$ cat src/rtl/uart_tx_pkg.sv
// Shared types and constants for the memory-mapped UART transmitter:
// serialiser states, register offsets and STATUS bit positions.
package uart_tx_pkg;

  typedef enum logic [2:0] {
    IDLE,
    START,
    DATA,
    PARITY,
    STOP
  } state_t;

  localparam logic [1:0] REG_DATA   = 2'd0;
  localparam logic [1:0] REG_STATUS = 2'd1;

  localparam int STAT_BUSY    = 0;
  localparam int STAT_FULL    = 1;
  localparam int STAT_EMPTY   = 2;
  localparam int STAT_OVF     = 3;
  localparam int STAT_CNT_LSB = 4;

  // STATUS has a 4-bit count field; deeper FIFOs report 15 when fuller than that.
  function automatic logic [3:0] sat_count4(input int unsigned count);
    return (count > 15) ? 4'd15 : 4'(count);
  endfunction

endpackage

$ cat src/rtl/uart_tx_mmio_if.sv
// Processor memory-port bundle seen by the UART register window.
interface uart_tx_mmio_if;
  logic [31:0] addr_i;
  logic        we_i;
  logic [31:0] data_i;
  logic [31:0] data_o;
  logic        sel_o;

  modport master (output addr_i, we_i, data_i, input data_o, sel_o);
  modport slave  (input addr_i, we_i, data_i, output data_o, sel_o);
endinterface

$ cat src/rtl/sync_fifo.sv
// Small first-word-fallthrough FIFO: pop_data always shows the oldest entry.
// A push while full is dropped; push and pop on one edge keep count unchanged.
module sync_fifo #(
  parameter int WIDTH = 8,
  parameter int DEPTH = 8
) (
  input  logic                   clk,
  input  logic                   srst,
  input  logic                   push,
  input  logic [WIDTH-1:0]       push_data,
  input  logic                   pop,
  output logic [WIDTH-1:0]       pop_data,
  output logic                   full,
  output logic                   empty,
  output logic [$clog2(DEPTH):0] count
);

  localparam int AW = $clog2(DEPTH);

  logic [WIDTH-1:0] mem [DEPTH];
  logic [AW-1:0]    wr_ptr_reg;
  logic [AW-1:0]    rd_ptr_reg;
  logic [AW:0]      count_reg;
  logic             do_push;
  logic             do_pop;

  assign full     = (count_reg == (AW+1)'(DEPTH));
  assign empty    = (count_reg == '0);
  assign do_push  = push & ~full;
  assign do_pop   = pop & ~empty;
  assign pop_data = mem[rd_ptr_reg];
  assign count    = count_reg;

  always_ff @(posedge clk) begin
    if (do_push) begin
      mem[wr_ptr_reg] <= push_data;
    end
  end

  // Pointers wrap naturally because DEPTH is a power of two.
  always_ff @(posedge clk) begin
    if (srst) begin
      wr_ptr_reg <= '0;
      rd_ptr_reg <= '0;
      count_reg  <= '0;
    end else begin
      if (do_push) wr_ptr_reg <= wr_ptr_reg + 1'b1;
      if (do_pop)  rd_ptr_reg <= rd_ptr_reg + 1'b1;
      case ({do_push, do_pop})
        2'b10:   count_reg <= count_reg + 1'b1;
        2'b01:   count_reg <= count_reg - 1'b1;
        default: count_reg <= count_reg;
      endcase
    end
  end

endmodule

$ cat src/rtl/uart_tx_mmio.sv
// Memory-mapped 8N1 UART transmitter: DATA register feeds a byte FIFO, STATUS reports it.
// Define UART_TX_PARITY_EN to append an even-parity bit (11-bit frame).
module uart_tx_mmio
  import uart_tx_pkg::*;
#(
  parameter int          CLKS_PER_BIT = 217,
  parameter logic [31:0] BASE_ADDR    = 32'hF000_0000,
  parameter int          FIFO_DEPTH   = 8
) (
  input  logic          clk,
  input  logic          reset_i,
  uart_tx_mmio_if.slave bus,
  output logic          tx_o
);

  localparam int BAUD_W = $clog2(CLKS_PER_BIT);
  localparam int CNT_W  = $clog2(FIFO_DEPTH) + 1;

  logic             hit;
  logic [1:0]       offset;
  logic [1:0]       stb;
  logic [1:0]       stb_q_reg;
  logic [1:0]       fire;
  logic             push;
  logic             pop;
  logic             ovf_reg;
  logic [7:0]       fifo_data;
  logic             fifo_full;
  logic             fifo_empty;
  logic [CNT_W-1:0] fifo_count;
  logic [31:0]      status;
  logic [31:0]      rdata;

  state_t           state_reg, state_next;
  logic [BAUD_W-1:0] baud_reg, baud_next;
  logic [2:0]       bit_idx_reg, bit_idx_next;
  logic [7:0]       shift_reg, shift_next;
  logic             tx_reg, tx_next;
  logic             bit_end;

  logic unused_bits;
  assign unused_bits = ^{bus.addr_i[1:0], bus.data_i[31:8]};

  assign hit       = (bus.addr_i[31:4] == BASE_ADDR[31:4]);
  assign offset    = bus.addr_i[3:2];
  assign bus.sel_o = hit;

  // The bus holds we_i for several cycles per store, so each register acts on the rising strobe only.
  genvar gi;
  for (gi = 0; gi < 2; gi++) begin : g_stb
    assign stb[gi]  = bus.we_i & hit & (offset == 2'(gi));
    assign fire[gi] = stb[gi] & ~stb_q_reg[gi];
  end

  assign push = fire[REG_DATA];

  always_ff @(posedge clk) begin
    if (reset_i) begin
      stb_q_reg <= '0;
      ovf_reg   <= 1'b0;
    end else begin
      stb_q_reg <= stb;
      if (push && fifo_full) begin
        ovf_reg <= 1'b1;
      end else if (fire[REG_STATUS] && bus.data_i[3]) begin
        ovf_reg <= 1'b0;
      end
    end
  end

  sync_fifo #(
    .WIDTH (8),
    .DEPTH (FIFO_DEPTH)
  ) u_fifo (
    .clk       (clk),
    .srst      (reset_i),
    .push      (push),
    .push_data (bus.data_i[7:0]),
    .pop       (pop),
    .pop_data  (fifo_data),
    .full      (fifo_full),
    .empty     (fifo_empty),
    .count     (fifo_count)
  );

  always_comb begin
    status                       = '0;
    status[STAT_BUSY]            = (state_reg != IDLE);
    status[STAT_FULL]            = fifo_full;
    status[STAT_EMPTY]           = fifo_empty;
    status[STAT_OVF]             = ovf_reg;
    status[STAT_CNT_LSB +: 4]    = sat_count4(32'(fifo_count));
  end

  always_comb begin
    rdata = '0;
    if (hit && offset == REG_STATUS) begin
      rdata = status;
    end
  end

  assign bus.data_o = rdata;

  // Serialiser state register, together with the datapath it steers.
  always_ff @(posedge clk) begin
    if (reset_i) begin
      state_reg   <= IDLE;
      baud_reg    <= '0;
      bit_idx_reg <= '0;
      shift_reg   <= '0;
      tx_reg      <= 1'b1;
    end else begin
      state_reg   <= state_next;
      baud_reg    <= baud_next;
      bit_idx_reg <= bit_idx_next;
      shift_reg   <= shift_next;
      tx_reg      <= tx_next;
    end
  end

  assign bit_end = (baud_reg == BAUD_W'(CLKS_PER_BIT - 1));
  assign pop     = (state_reg == IDLE) & ~fifo_empty;

  always_comb begin
    state_next = state_reg;
    case (state_reg)
      IDLE:  if (!fifo_empty) state_next = START;
      START: if (bit_end) state_next = DATA;
      DATA: begin
        if (bit_end && bit_idx_reg == 3'd7) begin
`ifdef UART_TX_PARITY_EN
          state_next = PARITY;
`else
          state_next = STOP;
`endif
        end
      end
`ifdef UART_TX_PARITY_EN
      PARITY: if (bit_end) state_next = STOP;
`endif
      STOP:  if (bit_end) state_next = IDLE;
      default: state_next = IDLE;
    endcase
  end

  // tx_next is chosen from the upcoming state so tx_o changes exactly on bit boundaries.
  always_comb begin
    baud_next    = '0;
    bit_idx_next = bit_idx_reg;
    shift_next   = shift_reg;
    tx_next      = 1'b1;
    if (state_reg != IDLE && !bit_end) begin
      baud_next = baud_reg + 1'b1;
    end
    if (pop) begin
      shift_next = fifo_data;
    end
    if (state_reg == IDLE) begin
      bit_idx_next = '0;
    end else if (state_reg == DATA && bit_end) begin
      bit_idx_next = bit_idx_reg + 3'd1;
    end
    case (state_next)
      START:   tx_next = 1'b0;
      DATA:    tx_next = shift_next[bit_idx_next];
`ifdef UART_TX_PARITY_EN
      PARITY:  tx_next = ^shift_reg;
`endif
      default: tx_next = 1'b1;
    endcase
  end

  assign tx_o = tx_reg;

endmodule

$ cat src/flat_wrapper.sv
// flat-port wrapper written by rule: the top's interface ports become plain ports
module uart_tx_mmio_flat import uart_tx_pkg::*;
#(
  parameter int          CLKS_PER_BIT = 217,
  parameter logic [31:0] BASE_ADDR    = 32'hF000_0000,
  parameter int          FIFO_DEPTH   = 8
)
  (clk, reset_i, tx_o, bus_addr_i, bus_we_i, bus_data_i, bus_data_o, bus_sel_o);
  uart_tx_mmio_if bus_i ();
  input  logic clk;
  input  logic reset_i;
  output logic tx_o;
  input wire logic [$bits(bus_i.addr_i)-1:0] bus_addr_i;
  input wire logic [$bits(bus_i.we_i)-1:0] bus_we_i;
  input wire logic [$bits(bus_i.data_i)-1:0] bus_data_i;
  output wire logic [$bits(bus_i.data_o)-1:0] bus_data_o;
  output wire logic [$bits(bus_i.sel_o)-1:0] bus_sel_o;
  assign bus_i.addr_i = bus_addr_i;
  assign bus_i.we_i = bus_we_i;
  assign bus_i.data_i = bus_data_i;
  assign bus_data_o = bus_i.data_o;
  assign bus_sel_o = bus_i.sel_o;
  uart_tx_mmio #(.CLKS_PER_BIT(CLKS_PER_BIT), .BASE_ADDR(BASE_ADDR), .FIFO_DEPTH(FIFO_DEPTH)) u_core (.clk(clk), .reset_i(reset_i), .bus(bus_i), .tx_o(tx_o));
endmodule
$ cat config.mk
export PLATFORM = sky130hd
export DESIGN_NAME = uart_tx_mmio_flat
export DESIGN_NICKNAME = d
export VERILOG_FILES = /design/src/rtl/uart_tx_pkg.sv /design/src/rtl/uart_tx_mmio_if.sv /design/src/rtl/sync_fifo.sv /design/src/rtl/uart_tx_mmio.sv /design/src/flat_wrapper.sv
export SDC_FILE = /design/constraint.sdc
export NUM_CORES = 1
export LEC_CHECK = 0
export ABC_AREA = 1
export CAP_MARGIN = 20
export CORE_ASPECT_RATIO = 0.6
export CORE_MARGIN = 5
export CORE_UTILIZATION = 46
export CTS_CLUSTER_DIAMETER = 120
export DETAILED_ROUTE_END_ITERATION = 8
export PLACE_DENSITY = 0.76
export SLEW_MARGIN = 20
export SYNTH_ARGS = -nofsm -noshare
export SYNTH_HDL_FRONTEND = slang
export SYNTH_SLANG_ARGS = --single-unit
$ cat constraint.sdc
create_clock -name clk -period 2.3 [get_ports clk]
set_input_delay 0.46 -clock clk [delete_from_list [all_inputs] [get_ports clk]]
set_output_delay 0.46 -clock clk [all_outputs]
set_load 0.02 [all_outputs]
**After elaboration in Yosys (flattened, before gate mapping)**

Memory sizes are Yosys's and may differ from the RTL's. A register that Yosys moved wholly into a read port is not among the register bits.
Index checks and enable logic that the tools add are counted.

- Bits in registers: 36
- Bits in latches: 0
- RAM bits: 64
- Bits in read-only memories: 0
- Input port bits: 67
- Output and inout bits: 34
- Memories: 1

Memories:

| memory | depth | bits a word | read ports | clocked after Yosys merged registers in | wr ports | RTL line | text |
|---|---|---|---|---|---|---|---|
| u_core.u_fifo.mem | 8 | 8 | 1 | 1 | 1 | sync_fifo.sv:20 | `logic [WIDTH-1:0] mem [DEPTH];` |

- Add/subtract/negate cells: 6
- Multipliers: 0
- Divide/modulo/power cells: 0
- $lt $le $gt $ge: 1
- Equal/unequal tests: 12
- Shift-type cells: 0
- Mux-type cells: 19
- Bitwise operators: 13
- Reduce and logical (&&, ||, !) cells: 14

Operators by type and width:

| cell | number |
|---|---|
| $eq 28x28->1 const B | 1 |
| $mux 3 | 8 |
| $mux 8 | 2 |
| $pmux 3 s4 | 1 |
| $add 3x1->3 const B | 3 |
| $add 8x1->8 const B | 1 |
| $and 1x1->1 | 8 |
| $eq 8x8->1 const B | 1 |
| $pmux 4 s2 | 1 |
| $eq 3x1->1 const B | 2 |
| $eq 3x2->1 const B | 2 |
| $eq 3x3->1 const B | 2 |
| $logic_and 1x1->1 | 6 |
| $mux 1 | 5 |
| $not 1->1 | 5 |
| $add 4x1->4 const B | 1 |
| $eq 2x1->1 const B | 2 |
| $eq 4x4->1 const B | 1 |
| $logic_not 4->1 | 1 |
| $lt 3x4->1 const B | 1 |
| $reduce_bool 2->1 | 2 |
| $sub 4x1->4 const B | 1 |
| $bmux 1 s3 | 1 |
| $logic_not 3->1 | 1 |
| other kinds (6) | 6 |

**Logic depth before layout (Yosys ltp)**

Gate-level depths: netlist (run 1).

- Depth after elaboration: 7
- Gate-level depth with buffers: 18
- Depth with buffers taken out: 18

**Modules after synthesis**

A second synthesis (run 1) with hierarchy kept.

- Cells, all modules: 505
- Area, all modules: 4,834.6 um^2

By module, submodules not included:

| module | times used | cells an instance | area each (um^2) |
|---|---|---|---|
| sync_fifo | 1 | 276 | 3,213.1 |
| uart_tx_mmio | 1 | 229 | 1,621.6 |

**Least setup slack after synthesis (run 1)**

Ideal clock, no wire load.

- Kind: input to register
- Start point: in bus_addr_i[19]
- End point: reg u_core.u_fifo.count_reg[2] (netlist: u_core.u_fifo.count[2])
- Arrival: 2.553 ns
- Data required time: 2.185 ns
- Path slack: -0.369 ns
- Cell stages on the path: 17
- Buffers on the path: 0
- Cells stage by stage: nor2_1 > nand2_1 > nor2_1 > nand2_1 > nor3_4 > nand3_1 > nor2_1 > inv_1 > nor3_2 > inv_1 > ha_1 > xor2_1 > ha_1 > a21oi_1 > xor2_1 > o21ai_0 > inv_1

- Longest elaborated chain between the ends: 7
- Elaborated cells on any way between the ends: 9
- Those cells by class: 3 x eq/ne; 1 x mux; 4 x bitwise; 1 x reduce/logical

Ends and longest elaborated chain:

| item | RTL line | text |
|---|---|---|
| start, declared | flat_wrapper.sv:13 | `input wire logic [$bits(bus_i.addr_i)-1:0] bus_addr_i;` |
| $eq 28x28->1 (*) | uart_tx_mmio.sv:44 | `assign hit = (bus.addr_i[31:4] == BASE_ADDR[31:4]);` |
| named net bus_sel_o | flat_wrapper.sv:17 | `output wire logic [$bits(bus_i.sel_o)-1:0] bus_sel_o;` |
| $and 1x1->1 (*) (2 in a row) | uart_tx_mmio.sv:51 | `assign stb[gi] = bus.we_i & hit & (offset == 2'(gi));` |
| $and 1x1->1 (*) | uart_tx_mmio.sv:52 | `assign fire[gi] = stb[gi] & ~stb_q_reg[gi];` |
| $and 1x1->1 (*) | sync_fifo.sv:29 | `assign do_push = push & ~full;` |
| $eq 2x1->1 or $eq 2x2->1 (tied branches) | sync_fifo.sv:49 | `case ({do_push, do_pop})` |
| $pmux 4 s2 or $reduce_bool 2->1 (tied branches) | -- |  |
| end signal, assigned | sync_fifo.sv:50 | `2'b10: count_reg <= count_reg + 1'b1;` |
| end signal, assigned | sync_fifo.sv:51 | `2'b01: count_reg <= count_reg - 1'b1;` |
| end signal, assigned | sync_fifo.sv:52 | `default: count_reg <= count_reg;` |
| end, declared | sync_fifo.sv:23 | `logic [AW:0] count_reg;` |

Mark *: on every way through the listed nets, which the timed path passes. The rest lies on a longest branch.
A chain may end at the register's enable or synchronous reset.

**Worst setup path in the final report (run 1)**

- Start point: in bus_addr_i[9]
- End point: reg u_core.u_fifo.count_reg[2] (netlist: u_core.u_fifo.count[2])

- Longest elaborated chain between the ends: 7
- Elaborated cells on any way between the ends: 9
- Those cells by class: 3 x eq/ne; 1 x mux; 4 x bitwise; 1 x reduce/logical

Ends and longest elaborated chain:

| item | RTL line |
|---|---|
| $eq 28x28->1 (*) | uart_tx_mmio.sv:44 |
| $and 1x1->1 (*) (2 in a row) | uart_tx_mmio.sv:51 |
| $and 1x1->1 (*) | uart_tx_mmio.sv:52 |
| $and 1x1->1 (*) | sync_fifo.sv:29 |
| $eq 2x1->1 or $eq 2x2->1 (tied branches) | sync_fifo.sv:49 |
| $pmux 4 s2 or $reduce_bool 2->1 (tied branches) | -- |

Mark *: on every way between the ends. The rest lies on a longest branch, timed or not.

==> results of run 1 <==
[placed cells by master, fill, tap and decap left out, drive strengths merged]
cell type and n:
clkdlybuf4s15 3, nand3 55, nor3b 4, conb 24, o211ai 3, dlygate4sd2 1
xnor2 1, o21a 1, nand4 4, nand2 86, clkinvlp 1, a211oi 1
nand3b 1, ha 9, dlymetal6s2s 1, nor3 9, o21ai 27, inv 56
clkdlybuf4s50 13, dfxtp 39, buf 86, nor4 1, clkbuf 13, clkinv 4
nor2 102, edfxtp 64, bufinv 1, xor2 3, a31oi 1, a21oi 22
[routing by layer]
layer  GRT usage (%)  vias to the layer above
li1                -                     1906
met1            23.2                     1791
met2            31.4                      149
met3            4.10                       26
met4            5.98                        0
met5               0                        -
[stage by stage]
step	instances	utilization, %	power (mW)
2_1_floorplan	552	-	3.46
3_3_place_gp	722	56.3	3.89
3_5_place_dp	722	56.3	3.98
4_1_cts	768	60.8	5.51
5_1_grt	771	63.1	6.21
6_report	771	63.1	5.91
[path summary, 6_finish.rpt]
path                                from                      to  slack [ns]  cells past startpoint
setup / recovery           bus_addr_i[9]  u_core.u_fifo.count[2]       -0.14                     18
hold / removal        u_core.baud_reg[0]      u_core.baud_reg[0]        0.46                      1
setup reg to reg  u_core.u_fifo.count[0]  u_core.u_fifo.count[2]           0                     12
hold reg to reg       u_core.baud_reg[0]      u_core.baud_reg[0]        0.46                      1
[cell families after synthesis]
logic type | after synthesis | share of synthesized area, %
compound gates | 55 | 6.13
xor+xnor | 4 | 0.744
fa+ha+maj | 9 | 2.39
buf+inv | 95 | 9.67
flops | 103 | 57.4
other cells | 1 | 0.0796
simple gates | 262 | 23.6
[cell type report]
cell class                 count  area [sq um]  share of cell area [%]
clock inverter                 7          80.1                    1.28
multi-input combinational    354          1880                    30.0
clock buffer                   9           225                    3.60
sequential                   103          2710                    43.2
timing repair buffer         108           983                    15.7
tap                          135           169                    2.70
inverter                      55           213                    3.40
[where the power goes]
part           leakage (nW)  internal [mW]  total [mW]  switching (mW)
sequential            0.893           2.12        2.21          0.0909
clock                 0.150          0.857        1.54           0.684
combinational          1.44          0.878        2.16            1.28
total                  2.48           3.85        5.91            2.05
[repair_timing]
item | CTS | global route
resized for setup | 118 | 71
setup buffers | 30 | 16
endpoints found under the setup margin | 77 | 83
pin swaps | 14 | 27
==> impl_metrics.csv, run 1 <==
group,metric,value,unit
run_status,outcome,"finished, violations left",
run_status,violations,"negative setup slack",
power_and_ir_drop,power.density,944,nW/um^2
global_routing,grtUsageTotal,18.2,%
placement,io_buffers,50,
placement,gp_congestion,0.811,
placement,dp_hpwl,7.44,mm
final_layout,synthToLayoutAreaGrowth,32.7,%
synthesis,netlist.area_leader.share,40.8,%
sta,timing.setup.tns,-0.382,ns
floorplanning,die_w,141,microns
sta,finClkSkew,0.00619,ns
sta,rsz0062_at_grt,"yes",
route,wire_per_inst,14.7,microns
worst_setup_path,path_cells,"buf_2 -> nor2_4 -> nand2_1 -> nor2_1 -> nand2_1 -> nor3_4 -> nand3_2 -> nor2_4 -> inv_2 -> nor3_4 -> inv_2 -> ha_4 -> xor2_4 -> ha_4 -> a21oi_2 -> xor2_1 -> o21ai_1 -> inv_1",
global_routing,antenna_found_initial,0,
worst_setup_path,worstPathRequired,2.54,ns
worst_setup_path,crit_family,"simple AND/OR/NAND/NOR gates",
route,top_layer_used,"met4",
synthesis,ys_top_cells_by_count,"nor2_1 (101), nand2_1 (86), edfxtp_1 (64), inv_1 (55), nand3_1 (55)",
final_layout,largest_reg_flops,64,
worst_setup_path,path_buf_inv,4,
synthesis,synthCells,529,
clocking,clock_latency,0.34,ns
route,wl_met1,4.75,mm
global_routing,grt_max_degree,35,
placement,dpl_cell_area,5580,sq um
clocking,htreeDepth,3,
synthesis,ys_types,27,
synthesis,yosys_warnings,0,
synthesis,synth.most_common_cell,"nor2_1",
flow_run,maxCapViolCount,0,
synthesis,synthFlopType,"edfxtp_1",
synthesis,syn_area_per_cell,8.91,sq um
worst_setup_path,endpoint_kind,"flip-flop",
sta,post-route-min-period,2.44,ns
sta,drv_slew,0,
sta,period_share,106,%
placement,place_ws,-0.747,ns
route,post_drt_via_cell_ratio,5.02,
worst_setup_path,critical_path.max_fanout,4,
route,met2_length,5.53,mm
floorplanning,dieArea,12400,sq um
synthesis,yosysSeqAreaShare,57.4,%
global_routing,overflow,0,
worst_setup_path,crit_arrival,2.68,ns
clocking,cts.clk_slew.worst_paths,0.07,ns
route,num_vias,3872,
floorplanning,die_y,88.4,microns
floorplanning,io_pins,101,
worst_setup_path,critPathLaunchType,"input port",
floorplanning,floorplan.initialDensity,47.5,%
sta,hold_viol,0,
floorplanning,core.rowCount,28,
route,wirelength,11.4,mm
clocking,cts_root_buffer,"clkbuf_16",
synthesis,synth_edf_count,64,
final_layout,diodes,0,
final_layout,drive_gt1_share,24.5,%
route,drc_errors,0,
global_routing,grt_pass1_vias,3778,
synthesis,synth_seq_cells,103,
clocking,cts.sinks,103,
worst_setup_path,crit_path_top_delay_cell,"nor3_4",
clocking,numCtsBuffers,9,
clocking,cts_tree,"built",
power_and_ir_drop,peakVddDrop,0.522,mV
final_layout,finalNetCount,707,
clocking,clockBufferDepth,2,
route,drt_iter0_drc,260,
power_and_ir_drop,leakage,2.48,nW
sta,fmax,410,MHz
worst_setup_path,path_class,"in2reg",
worst_setup_path,slowest_delay,0.25,ns
route,ant_nets,0,
synthesis,syn-cell-area,4710,sq um
synthesis,async_flop_share,0,%
sta,holdWs,0.455,ns
sta,setup_viol,6,
clocking,holdBufCountCts,0,
min_path,hold_path.class,"reg2reg",
global_routing,grt_pass1_wl,18.0,mm
final_layout,final_cell_area,6250,sq um
route,wl_met3,807,microns
synthesis,netlist_top_cells_area,"edfxtp_1 (41%), dfxtp_1 (17%), nor2_1 (8.0%)",
route,first_pass_iters,5,
synthesis,synth_top_area_cell,"edfxtp_1",
floorplanning,core_area,9910,sq um
sta,layout_setup_ws,-0.141,ns
final_layout,fillers,766,
(Power assumes the default switching activity.)
==> run 2, diff against run 1 <==
--- a/config.mk
+++ b/config.mk
@@ -7,7 +7,6 @@
 export LEC_CHECK = 0
 export ABC_AREA = 1
 export CAP_MARGIN = 20
-export CORE_ASPECT_RATIO = 0.6
 export CORE_MARGIN = 5
 export CORE_UTILIZATION = 46
 export CTS_CLUSTER_DIAMETER = 120
==> run 2 against run 1 <==
  * The flow now finishes without violations
  * Clock skew up 0.0061 ns
  * Die area decreased by 0.53%
  * Non-clock buffer count shrank 28
  * Cell count shrank 3.5%
  * Critical endpoint is now u_core.u_fifo.count[3]
  * Highest routed layer unchanged
==> impl_metrics.csv, run 2 (synthesized netlist as in run 1, its figures left out) <==
group,metric,value,unit
run_status,outcome,"complete, no violations",
route,post_drt_via_cell_ratio,4.90,
route,num_vias,3645,
route,wirelength,9.94,mm
route,drc_errors,0,
global_routing,grt_pass1_vias,3531,
power_and_ir_drop,leakage,2.29,nW
power_and_ir_drop,peakVddDrop,0.711,mV
clocking,clock_latency,0.37,ns
clocking,cts_tree,"built",
power_and_ir_drop,p_seq_share,41.9,%
final_layout,layout_commonest_cell,"nand2_1",
final_layout,finalNetCount,679,
route,wire_per_inst,13.4,microns
floorplanning,core_area,10100,sq um
clocking,numCtsBuffers,9,
power_and_ir_drop,p_clk_share,22.8,%
worst_setup_path,critical_path.max_fanout,3,
worst_setup_path,slowest_delay,0.31,ns
final_layout,largest_reg_flops,64,
clocking,cts.clk_slew.worst_paths,0.09,ns
worst_setup_path,endpoint_kind,"flip-flop",
clocking,cts_root_buffer,"clkbuf_8",
worst_setup_path,critPathLaunchType,"input port",
global_routing,grt_pass1_wl,16.6,mm
route,ant_nets,0,
clocking,htreeDepth,3,
power_and_ir_drop,combPwrFrac,35.2,%
worst_setup_path,crit_family,"simple AND/OR/NAND/NOR gates",
route,first_pass_iters,4,
sta,hold_viol,0,
power_and_ir_drop,switching_share,36.2,%
global_routing,antenna_found_initial,0,
floorplanning,dieArea,12400,sq um
sta,fmax,446,MHz
worst_setup_path,path_class,"in2reg",
power_and_ir_drop,p_switching,1.90,mW
sta,setup_viol,0,
worst_setup_path,crit_arrival,2.56,ns
placement,place_ws,-0.816,ns
worst_setup_path,path_buf_inv,4,
route,drt_iter0_drc,222,
placement,gp_congestion,0.868,
min_path,hold_path.class,"reg2reg",
final_layout,most-common-layout-cells,"nand2_1 (84), nor2_1 (82), edfxtp_1 (64), inv_1 (53), nand3_1 (52)",
sta,finClkSkew,0.0123,ns
worst_setup_path,path_cells,"dlygate4sd2_1 -> nand4_1 -> nor3_4 -> nand3_2 -> nor2_4 -> inv_2 -> nor3_4 -> inv_2 -> ha_4 -> xor2_4 -> buf_4 -> nand3_1 -> nand3_2 -> a21oi_2 -> o21a_1",
global_routing,grtUsageTotal,16.6,%
sta,rsz0062_at_grt,"yes",
final_layout,drive_gt1_share,17.9,%
floorplanning,die_w,111,microns
placement,io_buffers,50,
clocking,cts.sinks,103,
flow_run,maxCapViolCount,0,
floorplanning,die_y,111,microns
floorplanning,floorplan.initialDensity,46.5,%
sta,drv_slew,0,
power_and_ir_drop,power.density,897,nW/um^2
clocking,clockBufferDepth,2,
final_layout,final_cell_area,5840,sq um
global_routing,overflow,0,
global_routing,grt_max_degree,35,
final_layout,diodes,0,
worst_setup_path,worstPathRequired,2.62,ns
final_layout,synthToLayoutAreaGrowth,24.0,%
placement,dpl_cell_area,5570,sq um
sta,post-route-min-period,2.24,ns
power_and_ir_drop,p_int,3.34,mW
clocking,holdBufCountCts,0,
sta,timing.setup.tns,0,ns
worst_setup_path,crit_path_top_delay_cell,"nor3_4",
floorplanning,io_pins,101,
floorplanning,core.rowCount,37,
sta,layout_setup_ws,0.0570,ns
placement,dp_hpwl,6.97,mm
sta,period_share,97.5,%
## run 2: layout make-up
class / instances / area, sq um
multi-input cells: 354 / 1810
clock buffers: 9 / 124
fillers: 831 / 4300
inverters: 55 / 206
well taps: 136 / 170
repair buffers: 80 / 736
clock inverters: 7 / 92.6
flip-flops and latches: 103 / 2700
## run 2: per-layer routing
layer | part of all wire, % | vias to the layer above | track usage [%]
met4 | 1.1 | 0 | 4.30
met3 | 5.8 | 12 | 3.98
li1 | - | 1847 | -
met1 | 41 | 1695 | 20.1
met2 | 52 | 91 | 29.5
met5 | 0 | - | 0
## run 2: worst paths after layout
kind         cells past startpoint                      to  slack [ns]              startpoint
max                             15  u_core.u_fifo.count[3]        0.06          bus_addr_i[28]
min                              1      u_core.baud_reg[0]        0.45      u_core.baud_reg[0]
max reg2reg                     12  u_core.u_fifo.count[3]        0.24  u_core.u_fifo.count[0]
min reg2reg                      1      u_core.baud_reg[0]        0.45      u_core.baud_reg[0]
## run 2: what timing repair did
action / CTS / global route
gates resized for setup: 91 / 41
hold endpoints to repair: 0 / 0
pin swaps: 29 / 25
buffers inserted: 5 / 2
endpoints found under the setup margin: 77 / 77
## run 2: worst register-to-register path, cell delays in order (launching register included)
cell	delay [ns]
dfxtp_1	0.42
inv_1	0.13
nand3_1	0.17
nor2_2	0.09
nor3_4	0.19
inv_2	0.07
ha_4	0.19
xor2_4	0.17
buf_4	0.15
nand3_1	0.09
nand3_2	0.10
a21oi_2	0.13
o21a_1	0.11
## run 2: through the flow
step,util [%],power (mW),hold WS [ns],instances
finish,57.6,5.24,0.455,744
global route,57.6,5.61,0.487,744
CTS,56.9,5.17,0.457,742
detailed placement,54.9,3.92,0.439,721
global placement,54.9,3.85,0.431,721
floorplan,-,3.46,0.417,552
## run 2: power by group through the flow
stage	combinational [mW]	sequential, mW	clock, mW
after floorplan	1.24	2.22	0
after global placement	1.63	2.22	0
after detailed placement	1.70	2.23	0
after CTS	1.76	2.19	1.22
after global routing	2.09	2.21	1.31
final	1.85	2.20	1.20
==> run 3, diff against run 2 <==
--- a/config.mk
+++ b/config.mk
@@ -5,13 +5,13 @@
 export SDC_FILE = /design/constraint.sdc
 export NUM_CORES = 1
 export LEC_CHECK = 0
-export ABC_AREA = 1
 export CAP_MARGIN = 20
-export CORE_MARGIN = 5
+export CORE_MARGIN = 4
 export CORE_UTILIZATION = 46
 export CTS_CLUSTER_DIAMETER = 120
 export DETAILED_ROUTE_END_ITERATION = 8
-export PLACE_DENSITY = 0.76
+export HOLD_SLACK_MARGIN = 0.1
+export PLACE_DENSITY = 0.77
 export SLEW_MARGIN = 20
 export SYNTH_ARGS = -nofsm -noshare
 export SYNTH_HDL_FRONTEND = slang
==> run 3 against run 2 <==
  * The run now ends with negative setup slack left
  * Combinational power shrank 93%
  * Clock-buffer cell count is the same
  * Wire length shrank 7.0%
  * Worst setup slack lost 0.15 ns
  * Largest power group unchanged
  * Sequential power shrank 11%
  * Final area shrank 1.3%
  * First-iteration DRC count shrank 45%
  * Non-clock buffer count grew 13
==> impl_metrics.csv, run 3 <==
group,metric,value,unit
route,ant_nets,0,
final_layout,largest_reg_flops,64,
synthesis,netlist_top_cells_area,"edfxtp_1 (42%), dfxtp_1 (17%), mux4_2 (7.8%)",
flow_run,maxCapViolCount,0,
min_path,hold_path.class,"reg2reg",
route,drt_iter0_drc,123,
global_routing,overflow,0,
placement,dpl_cell_area,5420,sq um
floorplanning,floorplan.initialDensity,47.1,%
sta,post-route-min-period,2.39,ns
worst_setup_path,endpoint_kind,"flip-flop",
floorplanning,core_area,9770,sq um
worst_setup_path,crit_arrival,2.71,ns
route,first_pass_iters,4,
clocking,cts_tree,"built",
clocking,holdBufCountCts,0,
final_layout,drive_gt1_share,33.0,%
final_layout,finalNetCount,517,
worst_setup_path,reg2reg_from,"u_core.u_fifo.count[2]",
synthesis,synth_seq_cells,103,
worst_setup_path,path_cells,"buf_6 -> or4_4 -> and2_4 -> ha_4 -> xor2_1 -> ha_2 -> a21oi_2 -> xor2_1 -> or3_1 -> a21oi_2",
sta,hold_viol,0,
synthesis,synth.area.mux_share,12.1,%
sta,rsz0062_at_grt,"yes",
global_routing,grt_pass1_vias,2936,
worst_setup_path,startpoint,"u_core.u_fifo.count[2]",
sta,fmax,418,MHz
route,post_drt_via_cell_ratio,5.04,
route,drc_errors,0,
clocking,cts.sinks,103,
route,num_vias,2917,
global_routing,grt_max_degree,30,
sta,setup_viol,5,
synthesis,netlist.area_leader.share,41.7,%
floorplanning,dieArea,11700,sq um
worst_setup_path,critPathLaunchType,"flip-flop",
clocking,cts_root_buffer,"clkbuf_8",
worst_setup_path,worstPathRequired,2.62,ns
placement,io_buffers,50,
final_layout,diodes,0,
floorplanning,core.rowCount,36,
synthesis,syn-cell-area,4610,sq um
placement,dp_cells,556,
run_status,outcome,"finished, violations left",
global_routing,antenna_found_initial,0,
synthesis,yosys_warnings,0,
min_path,min_from,"u_core.baud_reg[0]",
sta,finClkSkew,0.00851,ns
sta,layout_setup_ws,-0.0944,ns
clocking,htreeDepth,3,
synthesis,synth_xor_area_share,2.66,%
final_layout,most-common-layout-cells,"edfxtp_1 (64), buf_4 (42), nor2_1 (40), dfxtp_1 (34), conb_1 (24)",
final_layout,synthToLayoutAreaGrowth,25.2,%
power_and_ir_drop,total_power,3.27,mW
final_layout,fin_cells,579,
floorplanning,die_w,108,microns
placement,place_ws,-0.774,ns
synthesis,synth_edf_count,64,
worst_setup_path,path_class,"reg2reg",
final_layout,final_cell_area,5770,sq um
worst_setup_path,critical_path.max_fanout,5,
final_layout,fin_util,59.0,%
synthesis,synth_top_family_by_area,"simple AND/OR/NAND/NOR gates",
power_and_ir_drop,power.density,567,nW/um^2
clocking,clock_latency,0.38,ns
clocking,cts.clk_slew.worst_paths,0.10,ns
final_layout,layout_commonest_cell,"edfxtp_1",
placement,gp_congestion,0.759,
synthesis,synthFlopType,"edfxtp_1",
synthesis,async_flop_share,0,%
global_routing,grtUsageTotal,16.5,%
sta,tightest_slew,0.501,ns
synthesis,synth.most_common_cell,"edfxtp_1",
worst_setup_path,crit_path_top_delay_cell,"or4_4",
route,wirelength,9.25,mm
synthesis,syn_area_per_cell,13.2,sq um
power_and_ir_drop,leakage,2.06,nW
power_and_ir_drop,peakVddDrop,0.623,mV
synthesis,synthCells,350,
clocking,numCtsBuffers,9,
sta,holdWs,0.482,ns
run_status,violations,"negative setup slack",
synthesis,synth_top_area_cell,"edfxtp_1",
synthesis,yosysSeqAreaShare,58.7,%
synthesis,synthSimpleGateAreaFrac,13.7,%
synthesis,ys_top_cells_by_count,"edfxtp_1 (64), nor2_1 (43), dfxtp_1 (39), buf_4 (24), mux4_2 (16)",
synthesis,synth_compound_area_share,4.51,%
sta,drv_slew,0,
route,wire_per_inst,16.0,microns
floorplanning,die_y,108,microns
placement,dp_hpwl,6.67,mm
global_routing,grt_pass1_wl,14.7,mm
sta,period_share,104,%
clocking,clockBufferDepth,2,
sta,maxSlewHeadroom,66.3,%
floorplanning,io_pins,101,
synthesis,ys_types,52,
worst_setup_path,slowest_delay,0.54,ns
sta,timing.setup.tns,-0.130,ns
synthesis,synthAdderAreaFrac,2.44,%
[run 3: power breakdown]
part,internal (mW),switching (mW)
Clock,0.527,0.649
Sequential,1.95,0.00000000553
Combinational,0.0575,0.0801
[run 3: final cells by class]
type | count | area (sq um)
Fill cell | 798 | 4010
Timing Repair Buffer | 93 | 771
Multi-Input combinational cell | 228 | 1890
Sequential cell | 103 | 2710
Clock inverter | 7 | 87.6
Inverter | 6 | 22.5
Tap cell | 133 | 166
Clock buffer | 9 | 124
[run 3: logic make-up after synthesis]
logic type	Yosys count
buffers and inverters	42
XOR/XNOR	14
other	1
adder cells (fa/ha/maj)	9
multiplexers	35
AND/OR/NAND/NOR	116
flip-flops	103
AO/OA/AOI/OAI	30
[run 3: metal layers]
layer  up-vias  wire (microns)  GRT usage, %
li1       1434               -             -
met1      1417            3920          19.5
met2        53            4870          29.2
met3        13             322          4.54
met4         0             142          4.96
met5         -               0             0
[run 3: path summary, 6_finish.rpt]
kind | endpoint | slack (ns) | cells past startpoint
worst max-delay path | u_core.u_fifo.count[2] | -0.09 | 10
worst min-delay path | u_core.baud_reg[0] | 0.48 | 1
worst max register to register | u_core.u_fifo.count[2] | -0.09 | 10
worst min register to register | u_core.baud_reg[0] | 0.48 | 1
[run 3: timing repair]
action	4_1_cts	5_1_grt
endpoints found under the setup margin	12	12
pin swaps	17	20
gates resized for setup	135	38
setup buffers	3	4
hold endpoints to repair	0	0
[run 3: critical path, delay by kind of cell (launching register included)]
family / cells / cell delay (ns)
XOR/XNOR: 2 / 0.30
AND/OR/NAND/NOR: 3 / 1.05
adder cells (fa/ha/maj): 2 / 0.35
flip-flops: 1 / 0.34
AO/OA/AOI/OAI: 2 / 0.16
buffers and inverters: 1 / 0.12
